===== src/rtl/peak_tracker_fsm_pkg.sv =====
// Shared definitions for the running-extreme tracker: state encoding,
// tracking-mode selectors and helpers for the mode-dependent constant values.
package peak_tracker_fsm_pkg;

    // Tracker state encoding
    localparam logic [1:0] ST_IDLE  = 2'd0;
    localparam logic [1:0] ST_TRACK = 2'd1;
    localparam logic [1:0] ST_SAT   = 2'd2;

    // Tracking direction
    localparam int MODE_MAX = 0;
    localparam int MODE_MIN = 1;

    // All-ones pattern of the given width (callers truncate to their width)
    function automatic logic [63:0] ones_value(input int width);
        logic [63:0] ones;
        ones = (width >= 64) ? '1 : ((64'd1 << width) - 64'd1);
        return ones;
    endfunction

    // Value at which the extreme can no longer improve
    function automatic logic [63:0] sat_value(input int width, input int mode);
        return (mode == MODE_MIN) ? 64'd0 : ones_value(width);
    endfunction

    // Value held in peak before any sample has been accepted
    function automatic logic [63:0] start_value(input int width, input int mode);
        return (mode == MODE_MIN) ? ones_value(width) : 64'd0;
    endfunction

endpackage


===== src/rtl/peak_tracker_fsm_if.sv =====
// Sample stream in, tracker status out.
interface peak_tracker_fsm_if #(
    parameter int WIDTH = 8,
    parameter int IDX_W = 8
);
    logic             in_valid;
    logic [WIDTH-1:0] in_data;
    logic             clear;
    logic [WIDTH-1:0] peak;
    logic [IDX_W-1:0] peak_idx;
    logic [IDX_W-1:0] count;
    logic             new_peak;
    logic             seen;
    logic             sat;

    // Sample source / monitor side
    modport master (
        output in_valid, in_data, clear,
        input  peak, peak_idx, count, new_peak, seen, sat
    );

    // Tracker side
    modport slave (
        input  in_valid, in_data, clear,
        output peak, peak_idx, count, new_peak, seen, sat
    );
endinterface


===== src/rtl/peak_tracker_fsm_sat_counter.sv =====
// Saturating up-counter. A clear coinciding with an enable restarts the
// count at one, so the sample that arrives with the clear is still counted.
module sat_counter #(
    parameter int W = 8
) (
    input  logic         clk,
    input  logic         rstn,
    input  logic         clear,
    input  logic         en,
    output logic [W-1:0] value
);
    localparam logic [W-1:0] MAX_VAL = '1;

    logic [W-1:0] value_reg;

    // Count enabled events, hold at all-ones instead of wrapping
    always_ff @(posedge clk or negedge rstn) begin
        if (!rstn) begin
            value_reg <= '0;
        end else if (clear) begin
            value_reg <= en ? W'(1) : '0;
        end else if (en && (value_reg != MAX_VAL)) begin
            value_reg <= value_reg + W'(1);
        end
    end

    assign value = value_reg;
endmodule


===== src/rtl/peak_tracker_fsm.sv =====
// Running-extreme tracker: follows the maximum (or minimum) of a qualified
// sample stream, remembers where it first occurred, and parks in an
// absorbing state once the extreme reaches the end of the value range.
module peak_tracker_fsm
    import peak_tracker_fsm_pkg::*;
#(
    parameter int WIDTH = 8,
    parameter int IDX_W = 8,
    parameter int MODE  = 0
) (
    input  logic                clk,
    input  logic                rstn,
    peak_tracker_fsm_if.slave   bus
);
    localparam logic [WIDTH-1:0] SAT_VAL   = WIDTH'(sat_value(WIDTH, MODE));
    localparam logic [WIDTH-1:0] START_VAL = WIDTH'(start_value(WIDTH, MODE));

    logic [1:0]       state_reg, state_next;
    logic [WIDTH-1:0] peak_reg, peak_next;
    logic [IDX_W-1:0] idx_reg, idx_next;
    logic             new_peak_reg, new_peak_next;
    logic             seen_reg, seen_next;
    logic             sat_reg, sat_next;
    logic [IDX_W-1:0] count_val;
    logic             better;

    // Accepted-sample counter; its pre-increment value is the index of
    // the sample currently being presented
    sat_counter #(.W(IDX_W)) u_count (
        .clk   (clk),
        .rstn  (rstn),
        .clear (bus.clear),
        .en    (bus.in_valid),
        .value (count_val)
    );

    // Strict comparison so that ties keep the earlier index
    always_comb begin
        if (MODE == MODE_MIN) begin
            better = (bus.in_data < peak_reg);
        end else begin
            better = (bus.in_data > peak_reg);
        end
    end

    // Next-state and next-output logic
    always_comb begin
        state_next    = state_reg;
        peak_next     = peak_reg;
        idx_next      = idx_reg;
        new_peak_next = 1'b0;
        seen_next     = seen_reg;
        sat_next      = sat_reg;

        if (bus.clear || (bus.in_valid && (state_reg == ST_IDLE))) begin
            if (bus.in_valid) begin
                // First sample after reset/clear is taken unconditionally
                peak_next     = bus.in_data;
                idx_next      = '0;
                new_peak_next = 1'b1;
                seen_next     = 1'b1;
                sat_next      = (bus.in_data == SAT_VAL);
                state_next    = (bus.in_data == SAT_VAL) ? ST_SAT : ST_TRACK;
            end else begin
                state_next = ST_IDLE;
                peak_next  = START_VAL;
                idx_next   = '0;
                seen_next  = 1'b0;
                sat_next   = 1'b0;
            end
        end else begin
            case (state_reg)
                ST_IDLE: ;
                ST_TRACK: begin
                    if (bus.in_valid && better) begin
                        peak_next     = bus.in_data;
                        idx_next      = count_val;
                        new_peak_next = 1'b1;
                        if (bus.in_data == SAT_VAL) begin
                            state_next = ST_SAT;
                            sat_next   = 1'b1;
                        end
                    end
                end
                ST_SAT: ;
                default: begin
                    // Unused encoding: restart tracking cleanly
                    state_next = ST_IDLE;
                    peak_next  = START_VAL;
                    idx_next   = '0;
                    seen_next  = 1'b0;
                    sat_next   = 1'b0;
                end
            endcase
        end
    end

    // State and output registers
    always_ff @(posedge clk or negedge rstn) begin
        if (!rstn) begin
            state_reg    <= ST_IDLE;
            peak_reg     <= START_VAL;
            idx_reg      <= '0;
            new_peak_reg <= 1'b0;
            seen_reg     <= 1'b0;
            sat_reg      <= 1'b0;
        end else begin
            state_reg    <= state_next;
            peak_reg     <= peak_next;
            idx_reg      <= idx_next;
            new_peak_reg <= new_peak_next;
            seen_reg     <= seen_next;
            sat_reg      <= sat_next;
        end
    end

    assign bus.peak     = peak_reg;
    assign bus.peak_idx = idx_reg;
    assign bus.count    = count_val;
    assign bus.new_peak = new_peak_reg;
    assign bus.seen     = seen_reg;
    assign bus.sat      = sat_reg;
endmodule


===== src/flat_wrapper.sv =====
// flat-port wrapper written by rule: the top's interface ports become plain ports
module peak_tracker_fsm_flat import peak_tracker_fsm_pkg::*;
#(
    parameter int WIDTH = 8,
    parameter int IDX_W = 8,
    parameter int MODE  = 0
)
  (clk, rstn, bus_in_valid, bus_in_data, bus_clear, bus_peak, bus_peak_idx, bus_count, bus_new_peak, bus_seen, bus_sat);
  peak_tracker_fsm_if #(.WIDTH(WIDTH), .IDX_W(IDX_W)) bus_i ();
  input  logic clk;
  input  logic rstn;
  input wire logic [$bits(bus_i.in_valid)-1:0] bus_in_valid;
  input wire logic [$bits(bus_i.in_data)-1:0] bus_in_data;
  input wire logic [$bits(bus_i.clear)-1:0] bus_clear;
  output wire logic [$bits(bus_i.peak)-1:0] bus_peak;
  output wire logic [$bits(bus_i.peak_idx)-1:0] bus_peak_idx;
  output wire logic [$bits(bus_i.count)-1:0] bus_count;
  output wire logic [$bits(bus_i.new_peak)-1:0] bus_new_peak;
  output wire logic [$bits(bus_i.seen)-1:0] bus_seen;
  output wire logic [$bits(bus_i.sat)-1:0] bus_sat;
  assign bus_i.in_valid = bus_in_valid;
  assign bus_i.in_data = bus_in_data;
  assign bus_i.clear = bus_clear;
  assign bus_peak = bus_i.peak;
  assign bus_peak_idx = bus_i.peak_idx;
  assign bus_count = bus_i.count;
  assign bus_new_peak = bus_i.new_peak;
  assign bus_seen = bus_i.seen;
  assign bus_sat = bus_i.sat;
  peak_tracker_fsm #(.WIDTH(WIDTH), .IDX_W(IDX_W), .MODE(MODE)) u_core (.clk(clk), .rstn(rstn), .bus(bus_i));
endmodule

===== config.mk =====
export PLATFORM = sky130hd
export DESIGN_NAME = peak_tracker_fsm_flat
export DESIGN_NICKNAME = d
export VERILOG_FILES = /design/src/rtl/peak_tracker_fsm_pkg.sv /design/src/rtl/peak_tracker_fsm_if.sv /design/src/rtl/peak_tracker_fsm_sat_counter.sv /design/src/rtl/peak_tracker_fsm.sv /design/src/flat_wrapper.sv
export SDC_FILE = /design/constraint.sdc
export NUM_CORES = 1
export LEC_CHECK = 0
export ABC_AREA = 1
export CORE_UTILIZATION = 35
export DETAILED_ROUTE_END_ITERATION = 10
export GPL_TIMING_DRIVEN = 0
export PLACE_DENSITY = 0.56
export SYNTH_ARGS = -nofsm -noshare
export SYNTH_HDL_FRONTEND = slang
export SYNTH_HIERARCHICAL = 1
export SYNTH_SLANG_ARGS = --single-unit
export TNS_END_PERCENT = 100

===== constraint.sdc =====
create_clock -name clk -period 2.4 [get_ports clk]
set_clock_uncertainty 0.1 [all_clocks]
set_input_delay 0.72 -clock clk [delete_from_list [all_inputs] [get_ports clk]]
set_output_delay 0.72 -clock clk [all_outputs]
set_load 0.05 [all_outputs]

==> metrics.cfg <==
[sta]
min_period_ns = 2.319
setup_violations = 0
final_max_slew_viol_count = 0
hold_viol = 0
finalCritPeriodShare_pct = 96.61
setup_ws_ns = 0.08144
tightest_slew_ns = 0.6724
hold_slack_ns = 0.3525
slew_headroom_pct = 55.10
max_freq_mhz = 431.3

[worst_setup_path]
path_cells = clkdlybuf4s50_1 > inv_1 > ha_1 > nand2_1 > nor2_1 > a21boi_2 > nand2_1 > nand2_4 > nand2_8 > buf_8 > nand2_1 > nand2_1
crit_type = in2reg
critPathMaxFanout = 10
r2r_end = u_core/bus.peak_idx[7]$_DFFE_PN0P_
r2r_setup_slack_ns = 0.60
reg2regPathDepth = 11
end_kind = flop
critPathMaxStageDelay_ns = 0.48
crit_required_ns = 2.47
crit_path_frequent_cell = nand2_1
r2r_start = u_core/bus.peak[7]$_DFFE_PN0P_
crit_path_start_kind = input pin
cpMaxStageDelayCell = clkdlybuf4s50_1
arrival_ns = 2.39

[detailed_routing]
firstDrtPassIters = 4
drcViolationCount = 0
drt_iter0_drc = 78
viasPerCell = 4.627
dr_total_vias = 1402
finalWirelength_mm = 3.491
wire_per_inst_um = 11.52
drtAntennaViolNets = 0

[final_layout]
final_nets = 273
syn_to_final_growth_pct = 33.13
layout_commonest_cell = nand2_1
drive_gt1_share_pct = 10.76
antennaDiodeCount = 0
layout_common_cells = nand2_1, dfrtp_1, clkdlybuf4s50_1, inv_1, nand3_1
nFillCells = 452

[global_route]
grt_max_degree = 29
grt_use_total_pct = 15.13
grt_pass1_vias = 1274
gr-total-overflow = 0
antenna_found_initial = 0
grt_pass1_wl_mm = 5.927

[clocking]
cts_tree = yes
clkSinkCount = 28
clock_tree.root_cell = clkbuf_8
clockBufferDepth = 2
path_clk_slew_ns = 0.10
numCtsBuffers = 3
clock_latency_ns = 0.27
htreeDepth = 1
cts_hold_buf = 0
post-cts-setup-buffers = 0

[synth]
syn-num-nets = 230
yosysWarnings = 6
avgSynthCellArea_sq_um = 7.807
yosys_register_bits = 28
yosysSeqAreaShare_pct = 42.94
async_flop_share_pct = 100.0
synth_area_sq_um = 1632
netlist_instances = 209
synth_edf_count = 0
yosys.cell_types.count = 25
synthFlopType = dfrtp_1

[placement]
dp_slack_ns = -0.2892
post-dp-hpwl_mm = 2.575
portBuffers = 38
place.gp.congestion = 0.7568

[die]
rows = 24
die_y_um = 70.28
pin_count = 39
core_sq_um = 4414
die_w_um = 70.28
die-area_sq_um = 4939
initial_utilization_pct = 36.96

[outcome]
outcome = completed

[pwr]
power.density_nw_per_um2 = 623.9
p_leak_uw = 0.001248
max-vdd-ir-drop_v = 0.0003274

[hold_path]
min_path_type = in2async

[job]
maxCapViolCount = 0

[where the power goes]
part | switching (uW) | internal, uW | total [uW]
combinational | 292 | 151 | 442
clock | 150 | 223 | 373
sequential | 30.5 | 509 | 540
[synth_stat cells (all sizes together), types with 2 or more instances]
library cell	instances	area (sq um)
ha	9	112.6
nand4	2	12.51
dfrtp	28	700.7
a21oi	6	45.05
inv	25	93.84
nor2	18	82.58
nor3	2	21.27
o21ai	3	22.52
nand2	94	406.6
nand3	16	80.08
a21boi	2	18.77
[per-layer routing]
| metal | part of all wire [%] | GRT usage, % | vias to the layer above |
|---|---|---|---|
| li1 | - | - | 736 |
| met1 | 55 | 22.87 | 637 |
| met2 | 41 | 21.48 | 25 |
| met3 | 2.8 | 2.165 | 4 |
| met4 | 1.5 | 6.000 | 0 |
| met5 | 0 | 0 | - |
[critical path: cells and delay by family]
kind / cells / cell delay [ns]
fa+ha+maj: 1 / 0.29
compound gates: 1 / 0.16
simple gates: 7 / 0.51
buf+inv: 3 / 0.70
[per-stage QoR]
step                utilization (%)  total power, uW  instance area (sq um)  TNS (ns)  std cells
detailed placement            47.05            991.2                   2077    -4.544        299
global placement              47.05            989.6                   2077    -4.298        299
global route                  49.21             1431                   2172  -0.06879        303
finish                        49.21             1355                   2172         0        303
CTS                           48.58             1370                   2145         0        303
floorplan                         -            840.9                   1632         0        209
[worst max-delay path by stage]
stage                     slack (ns)                           startpoint  depth (start not counted)                            endpoint
after floorplan                 0.40       u_core/bus.peak[7]$_DFFE_PN0P_                         12      u_core/bus.peak[0]$_DFFE_PN0P_
after global placement         -0.26                         bus_in_valid                          8      u_core/bus.peak[0]$_DFFE_PN0P_
after detailed placement       -0.29                         bus_in_valid                          8      u_core/bus.peak[0]$_DFFE_PN0P_
after CTS                       0.01  u_core/u_count/value[6]$_DFFE_PN0P_                          1                        bus_count[6]
after global routing           -0.02                       bus_in_data[0]                         12  u_core/bus.peak_idx[5]$_DFFE_PN0P_
final                           0.08                       bus_in_data[0]                         12  u_core/bus.peak_idx[7]$_DFFE_PN0P_
[cell families after synthesis]
kind of cell    Yosys count  share of synthesized area, %
xor+xnor                  1                        0.5369
flops                    28                         42.94
buf+inv                  27                         6.901
fa+ha+maj                 9                         6.902
simple gates            132                         36.96
compound gates           12                         5.752
[timing repair]
item | CTS | global route
pin swaps | 0 | 2
setup endpoints to repair | 3 | 22
gates resized for setup | 3 | 10
[cell type report]
cell class	count	area, sq um	share of cell area, %
multi-input combinational	154	830.8	38.25
sequential	28	700.7	32.26
timing repair buffer	38	391.6	18.03
inverter	26	97.59	4.493
tap	52	65.06	2.995
clock buffer	3	41.29	1.901
clock inverter	1	30.03	1.382
buffer	1	15.01	0.6912
No activity file was read; power rests on OpenSTA's default activity.
